--- config.mk ---
export PLATFORM = sky130hd
export DESIGN_NAME = norm_shift_ctrl
export DESIGN_NICKNAME = d
export VERILOG_FILES = /design/src/rtl/norm_pkg.sv /design/src/rtl/norm_shift_ctrl_lzc16.sv /design/src/rtl/norm_shift_ctrl.sv
export SDC_FILE = /design/constraint.sdc
export NUM_CORES = 1
export LEC_CHECK = 0
export CAP_MARGIN = 0
export CORE_AREA = 2 2 57 59
export CTS_CLUSTER_SIZE = 40
export DETAILED_ROUTE_END_ITERATION = 12
export DIE_AREA = 0 0 59 61
export DONT_BUFFER_PORTS = 1
export PLACE_DENSITY = 0.77
export SLEW_MARGIN = 20
export SYNTH_ARGS = -nofsm -noshare
export SYNTH_HDL_FRONTEND = slang
export SYNTH_SLANG_ARGS = --single-unit
--- constraint.sdc ---
create_clock -name clk -period 1.7 [get_ports clk]
set_clock_uncertainty 0.05 [all_clocks]
set_input_delay 0.425 -clock clk [delete_from_list [all_inputs] [get_ports clk]]
set_output_delay 0.425 -clock clk [all_outputs]
set_load 0.01 [all_outputs]
--- src/rtl/norm_pkg.sv ---
// Shared constants and the result record for the leading-zero normaliser.
package norm_pkg;

    localparam int DW = 16;
    localparam int SW = 4;

    typedef struct packed {
        logic [DW-1:0] data;
        logic [SW-1:0] shift;
        logic          zero;
    } norm_result_t;

endpackage

--- src/rtl/norm_shift_ctrl_lzc16.sv ---
// Combinational leading-zero counter; count is 0 and zero is set for an all-zero word.
module lzc16
    import norm_pkg::*;
(
    input  logic [DW-1:0] data,
    output logic [SW-1:0] count,
    output logic          zero
);

    // Scan from LSB upward so the highest set bit is the last one to write count.
    always_comb begin
        count = '0;
        zero  = 1'b1;
        for (int i = 0; i < DW; i++) begin
            if (data[i]) begin
                count = SW'(DW - 1 - i);
                zero  = 1'b0;
            end
        end
    end

endmodule

--- src/rtl/norm_shift_ctrl.sv ---
// Two-stage valid/ready pipeline producing the left-shift amount that normalises a word.
module norm_shift_ctrl #(
    parameter int DW = norm_pkg::DW,
    parameter int SW = norm_pkg::SW
) (
    input  logic          clk,
    input  logic          rst,
    input  logic          in_valid,
    output logic          in_ready,
    input  logic [DW-1:0] in_data,
    output logic          out_valid,
    input  logic          out_ready,
    output logic [DW-1:0] out_data,
    output logic [SW-1:0] out_shift,
    output logic          out_zero
);

    import norm_pkg::*;

    // The counter and result record are sized by the package, so the overrides must agree.
    generate
        if (DW != 2 ** SW || DW != norm_pkg::DW || SW != norm_pkg::SW) begin : g_bad_cfg
            $error("norm_shift_ctrl: DW must equal 2**SW and match norm_pkg");
        end
    endgenerate

    logic          s1_valid_q;
    logic          s1_valid_d;
    logic [DW-1:0] s1_data_q;
    logic [DW-1:0] s1_data_d;
    logic          s2_valid_q;
    logic          s2_valid_d;
    norm_result_t  s2_q;
    norm_result_t  s2_d;

    logic          s1_advance;
    logic          s2_advance;
    logic [SW-1:0] lz_count;
    logic          lz_zero;

    lzc16 u_lzc (
        .data  (s1_data_q),
        .count (lz_count),
        .zero  (lz_zero)
    );

    assign s2_advance = !s2_valid_q || out_ready;
    assign s1_advance = !s1_valid_q || s2_advance;
    assign in_ready   = s1_advance;

    always_comb begin
        s1_valid_d = s1_valid_q;
        s1_data_d  = s1_data_q;
        s2_valid_d = s2_valid_q;
        s2_d       = s2_q;

        if (s1_advance) begin
            s1_valid_d = in_valid;
            if (in_valid) begin
                s1_data_d = in_data;
            end
        end

        // Only a real word overwrites S2, so held outputs never change under a bubble.
        if (s2_advance) begin
            s2_valid_d = s1_valid_q;
            if (s1_valid_q) begin
                s2_d.data  = s1_data_q;
                s2_d.shift = lz_count;
                s2_d.zero  = lz_zero;
            end
        end
    end

    always_ff @(posedge clk) begin
        if (rst) begin
            s1_valid_q <= 1'b0;
            s1_data_q  <= '0;
            s2_valid_q <= 1'b0;
            s2_q       <= '0;
        end else begin
            s1_valid_q <= s1_valid_d;
            s1_data_q  <= s1_data_d;
            s2_valid_q <= s2_valid_d;
            s2_q       <= s2_d;
        end
    end

    assign out_valid = s2_valid_q;
    assign out_data  = s2_q.data;
    assign out_shift = s2_q.shift;
    assign out_zero  = s2_q.zero;

endmodule

==> impl_metrics.toml, run 1 <==
[timing]
fin_tns_setup_ns = 0
drv_slew = 0
post-route-period-util_pct = 94.47
setup_ws_ns = 0.09406
rsz0062_at_grt = "no"
slew_headroom_pct = 59.37
worst_pin_slew_ns = 0.6095
period_needed_ns = 1.606
fin_worst_hold_slack_ns = 0.08386
hold_viol = 0
fmax_ghz = 0.6227
setup_viol = 0

[worst_setup_path]
worstPathArrival_ns = 1.84
worstSetupPathType = "reg2reg"
cp_max_fo = 5
rr_worst_depth = 4
r2r-end = "out_zero$_SDFFE_PP0P_"
cp-start-kind = "register"
required_ns = 1.93
endpoint_kind = "register"
reg2reg_slack_ns = 0.09
rr_startpoint = "s1_data_q[4]$_SDFFE_PP0P_"

[floorplan]
rows = 20
die_area_um2 = 3599
io_pins = 43
die_h_um = 61
coreArea_um2 = 2953
start_util_pct = 51.99
die_width_um = 59

[clock_tree]
root_buffer = "clkbuf_4"
clockBufferDepth = 2
cts_tree = "built"
cts_hold_buffers = 0
cts_inserted_buffers = 5
htree_levels = 2
clock_sinks = 39
post_cts_buffers = 0
clkTransAtPathRegs_ns = 0.11
clk_latency_ns = 0.34

[flow_run]
cap_viol_max_count = 0

[layout]
fin_cells = 235
final_common_cell = "nand2_1"
mostFrequentLayoutCells = "nand2_1 (69), a21oi_1 (40), dfxtp_1 (38)"
final_nets = 221
drive_above_1_share_pct = 9.901
areaGrowthSynthToFinish_pct = 7.091
diodes = 0

[synthesis]
ys_ff_latch = 39
synth.top_cell.area_share_pct = 50.86
synth_area_um2 = 1535
ys_warn_count = 0
syn_nets = 218
ys_seq_area_share_pct = 50.86
synth.area.top_cells = "dfxtp_1 (51%), nand2_1 (17%), a21oi_1 (13%)"
postSynthCellCount = 198
synth_top_area_cell = "dfxtp_1"
syn_avg_cell_area_um2 = 7.754
ys_types = 25

[worst_hold_path]
hold_class = "in2reg"
holdPathStages = 1
hold_path_end = "s1_data_q[4]$_SDFFE_PP0P_"
min_from = "rst"

[placement]
port_buffers = 0
place_ws_ns = -0.06492
gp_congestion = 0.7790
hpwl_um = 2343
dp_cells = 227

[route]
drtIter0Drc = 45
vias = 1318
vias_per_cell = 5.609
drtPass1Iterations = 4
wl_um = 3170
antenna_left = 0
drc_errors = 0
wl_per_cell_um = 13.49

[power_and_ir_drop]
power_density_nw_per_um2 = 971.3
finalPower_mw = 1.597
cellLeakagePower_nw = 0.5892
peakVddDrop_uv = 485.3

[global_route]
grt_pass1_vias = 1176
grt_max_degree = 42
grt_usage_pct = 19.79
grt_pass1_wl_um = 5264
grt-ovfl-total = 0
antenna_found_initial = 0

[outcome]
status = "finished, final reports clean"
[per-layer routing]
layer | GRT usage, % | up-vias | part of all wire [%]
met5 | 0 | - | 0
met4 | 6.818 | 0 | 1.5
met3 | 7.889 | 6 | 8.5
met2 | 31.59 | 48 | 47
met1 | 24.41 | 590 | 43
li1 | - | 674 | -
[logic make-up after synthesis]
group / after synthesis / synth area share [%]
AO/OA/AOI/OAI: 49 / 17.28
AND/OR/NAND/NOR: 94 / 27.95
buffers and inverters: 16 / 3.911
flip-flops: 39 / 50.86
[per-stage QoR]
stage,util [%],instance area (µm²)
after global placement,53.64,1584
after global routing,55.68,1644
after CTS,55.55,1640
after floorplan,-,1535
final,55.68,1644
after detailed placement,53.64,1584
[where the power goes]
group / total, mW / leakage (nW) / switching (mW) / internal, mW
clock: 0.440 / 0.0293 / 0.278 / 0.161
sequential: 1.00 / 0.319 / 0.0512 / 0.953
combinational: 0.153 / 0.241 / 0.0813 / 0.0721
total: 1.60 / 0.589 / 0.411 / 1.19
[flip-flops by register name, indices dropped and copies added, names as in the netlist]
signal      cells
out_data       16
out_shift       4
out_valid       1
out_zero        1
s1_data_q      16
s1_valid_q      1
[worst max-delay path by stage]
stage | start | to | slack [ns] | depth (start not counted)
floorplan | s1_data_q[4]$_SDFFE_PP0P_ | out_zero$_SDFFE_PP0P_ | 0.15 | 4
global placement | out_ready | s1_data_q[12]$_SDFFE_PP0P_ | 0.03 | 4
detailed placement | out_ready | s1_data_q[5]$_SDFFE_PP0P_ | -0.06 | 4
CTS | s1_data_q[4]$_SDFFE_PP0P_ | out_zero$_SDFFE_PP0P_ | 0.07 | 4
global route | s1_data_q[5]$_SDFFE_PP0P_ | out_zero$_SDFFE_PP0P_ | 0.02 | 4
finish | s1_data_q[4]$_SDFFE_PP0P_ | out_zero$_SDFFE_PP0P_ | 0.09 | 4
[what timing repair did]
action | 4_1_cts | 5_1_grt
endpoints found under the setup margin | 13 | 9
pin swaps | 0 | 0
resized for setup | 2 | 2
[critical path, stage by stage, from the launching register on]
cell and delay (ns):
dfxtp_2 0.36, or4_4 0.53, nand2b_4 0.15, or3_1 0.34
a21oi_1 0.12
[area by class of cell]
cell class	count	area, µm²
clock buffer	7	45.04
clock inverter	1	5.005
fill	284	1309
inverter	6	22.52
multi-input combinational	143	703.2
sequential	39	782.0
tap	33	41.29
timing repair buffer	6	45.04
[cells in the mapped netlist, drive strengths merged]
library cell  instances
o21ai                 2
o41ai                 1
nand3b                3
nand3                 1
nor4                  4
or4                   2
nor2b                 2
a21oi                41
dfxtp                39
or3                   1
o31ai                 3
clkbuf                9
nand2b                2
nor3                  1
inv                   6
buf                   1
nand4                 1
nor3b                 1
nand2                69
o221ai                1
nor2                  7
a211o                 1
No activity file was read; power rests on OpenSTA's default activity.
==> inputs of run 2 (changes only) <==
- CORE_AREA: 2 2 57 59 -> 2 2 55 62
- DIE_AREA: 0 0 59 61 -> 0 0 57 64
- PLACE_DENSITY: 0.77 -> 0.76
==> run 2 against run 1 <==
  * Clock power is 21% higher
  * Global-route usage fell by 0.27 points
  * Sequential power barely moved
  * Fmax decreased by 2.4%
  * Sequential share of layout area fell by 0.25 points
  * Largest cell class unchanged
  * Combinational power hardly changed
  * Critical endpoint unchanged
  * Setup slack worse by 0.039 ns
  * Cell area increased by 0.68%
==> impl_metrics.toml, run 2 (synthesis results as in run 1) <==
[outcome]
status = "finished, final reports clean"

[timing]
fmax_ghz = 0.6079
fin_tns_setup_ns = 0
period_needed_ns = 1.645
hold_viol = 0
post-route-period-util_pct = 96.76
worst_pin_slew_ns = 0.6117
setup_viol = 0
rsz0062_at_grt = "no"
drv_slew = 0
slew_headroom_pct = 59.22

[clock_tree]
htree_levels = 2
clock_sinks = 39
root_buffer = "clkbuf_4"
clkTransAtPathRegs_ns = 0.11
cts_hold_buffers = 0
cts_inserted_buffers = 5
clk_latency_ns = 0.35
clockBufferDepth = 2
cts_tree = "built"

[layout]
diodes = 0
fin_cells = 235
nFillCells = 314
mostFrequentLayoutCells = "nand2_1 (69), a21oi_1 (40), dfxtp_1 (37)"
finalInstanceArea_um2 = 1655
final_nets = 220
multi_input_area_um2 = 700.7
final-seq-area_um2 = 783.3
final_common_cell = "nand2_1"
drive_above_1_share_pct = 9.950
areaGrowthSynthToFinish_pct = 7.824

[worst_setup_path]
worstPathArrival_ns = 1.88
cp-start-kind = "register"
rr_worst_depth = 4
max_stage_delay_ns = 0.54
required_ns = 1.94
reg2reg_slack_ns = 0.06
path_depth = 4
r2r-end = "out_zero$_SDFFE_PP0P_"
cp_max_fo = 5
crit_path_top_delay_cell = "or4_4"
worstSetupPathType = "reg2reg"
crit_family = "simple AND/OR/NAND/NOR gates"
crit_chain = "or4_4 -> nand2b_4 -> or3_1 -> a21oi_1"
crit_start = "s1_data_q[4]$_SDFFE_PP0P_"
rr_startpoint = "s1_data_q[4]$_SDFFE_PP0P_"
crit_end = "out_zero$_SDFFE_PP0P_"
endpoint_kind = "register"
cp_num_buf_inv = 0

[placement]
hpwl_um = 2365
gp_congestion = 0.8302
dp_cells = 227
port_buffers = 0
placed_area_um2 = 1578

[route]
antenna_left = 0
drtPass1Iterations = 4
drtIter0Drc = 46
vias = 1334
wl_um = 3291
drc_errors = 0
vias_per_cell = 5.677
wl_per_cell_um = 14.00

[global_route]
grt_usage_pct = 19.51
antenna_found_initial = 0
grt_pass1_wl_um = 5423
grt-ovfl-total = 0
grt_max_degree = 42
grt_pass1_vias = 1195

[floorplan]
die_h_um = 64
die_area_um2 = 3648
start_util_pct = 51.25
io_pins = 43
coreArea_um2 = 2995
die_width_um = 57
rows = 21

[flow_run]
cap_viol_max_count = 0

[power_and_ir_drop]
peakVddDrop_uv = 726.2
cellLeakagePower_nw = 0.5929
power_density_nw_per_um2 = 1022

[worst_hold_path]
hold_class = "in2reg"
## run 2: power by group
group | switching (mW) | internal (mW)
logic | 0.0806 | 0.0723
registers | 0.0558 | 0.953
clock network | 0.288 | 0.243
total | 0.424 | 1.27
## run 2: repair_timing
item                       in CTS  in global routing
setup endpoints to repair      15                  1
gates cloned                    0                  0
setup buffers                   0                  0
resized for setup               2                  2
hold endpoints to repair        0                  0
## run 2: worst reg2reg max path, stage by stage (launching register included)
cell and delay [ns]:
dfxtp_2 0.37, or4_4 0.54, nand2b_4 0.16, or3_1 0.35, a21oi_1 0.12
## run 2: worst min path at each step
stage	cells after the start	slack [ns]	from	end
2_1_floorplan	2	0.42	s1_data_q[15]$_SDFFE_PP0P_	out_data[15]$_SDFFE_PP0P_
6_report	1	0.08	rst	s1_data_q[0]$_SDFFE_PP0P_
3_3_place_gp	2	0.44	out_data[2]$_SDFFE_PP0P_	out_data[2]$_SDFFE_PP0P_
3_5_place_dp	2	0.44	out_data[2]$_SDFFE_PP0P_	out_data[2]$_SDFFE_PP0P_
4_1_cts	1	0.06	rst	s1_data_q[12]$_SDFFE_PP0P_
5_1_grt	1	0.05	rst	s1_data_q[4]$_SDFFE_PP0P_
## run 2: layout make-up
cell class | instances | share of cell area [%]
multi-input cells | 143 | 42.33
repair buffers | 5 | 2.268
clock buffers | 8 | 4.157
well taps | 34 | 2.570
flip-flops and latches | 39 | 47.32
inverters | 6 | 1.361
## run 2: per-layer routing
metal / track usage, % / vias to the layer above / part of all wire (%)
met5: 0 / - / 0
met4: 11.05 / 0 / 1.9
met3: 7.287 / 5 / 7.8
li1: - / 665 / -
met2: 29.17 / 44 / 48
met1: 23.92 / 620 / 42
## run 2: per-stage QoR
step	hold WS [ns]	setup slack (ns)	util (%)	power [mW]
2_1_floorplan	0.4164	0.1543	-	1.146
3_3_place_gp	0.4364	0.03695	52.67	1.172
3_5_place_dp	0.4404	-0.06304	52.67	1.181
4_1_cts	0.05981	0.04025	55.18	1.707
5_1_grt	0.04718	0.01104	55.26	1.771
6_report	0.07631	0.05509	55.26	1.693
==> inputs of run 3 (changes only) <==
- CAP_MARGIN: 0 -> not set
==> results of run 3 <==
Final layout, timing and power as in run 2 (identical DEF).
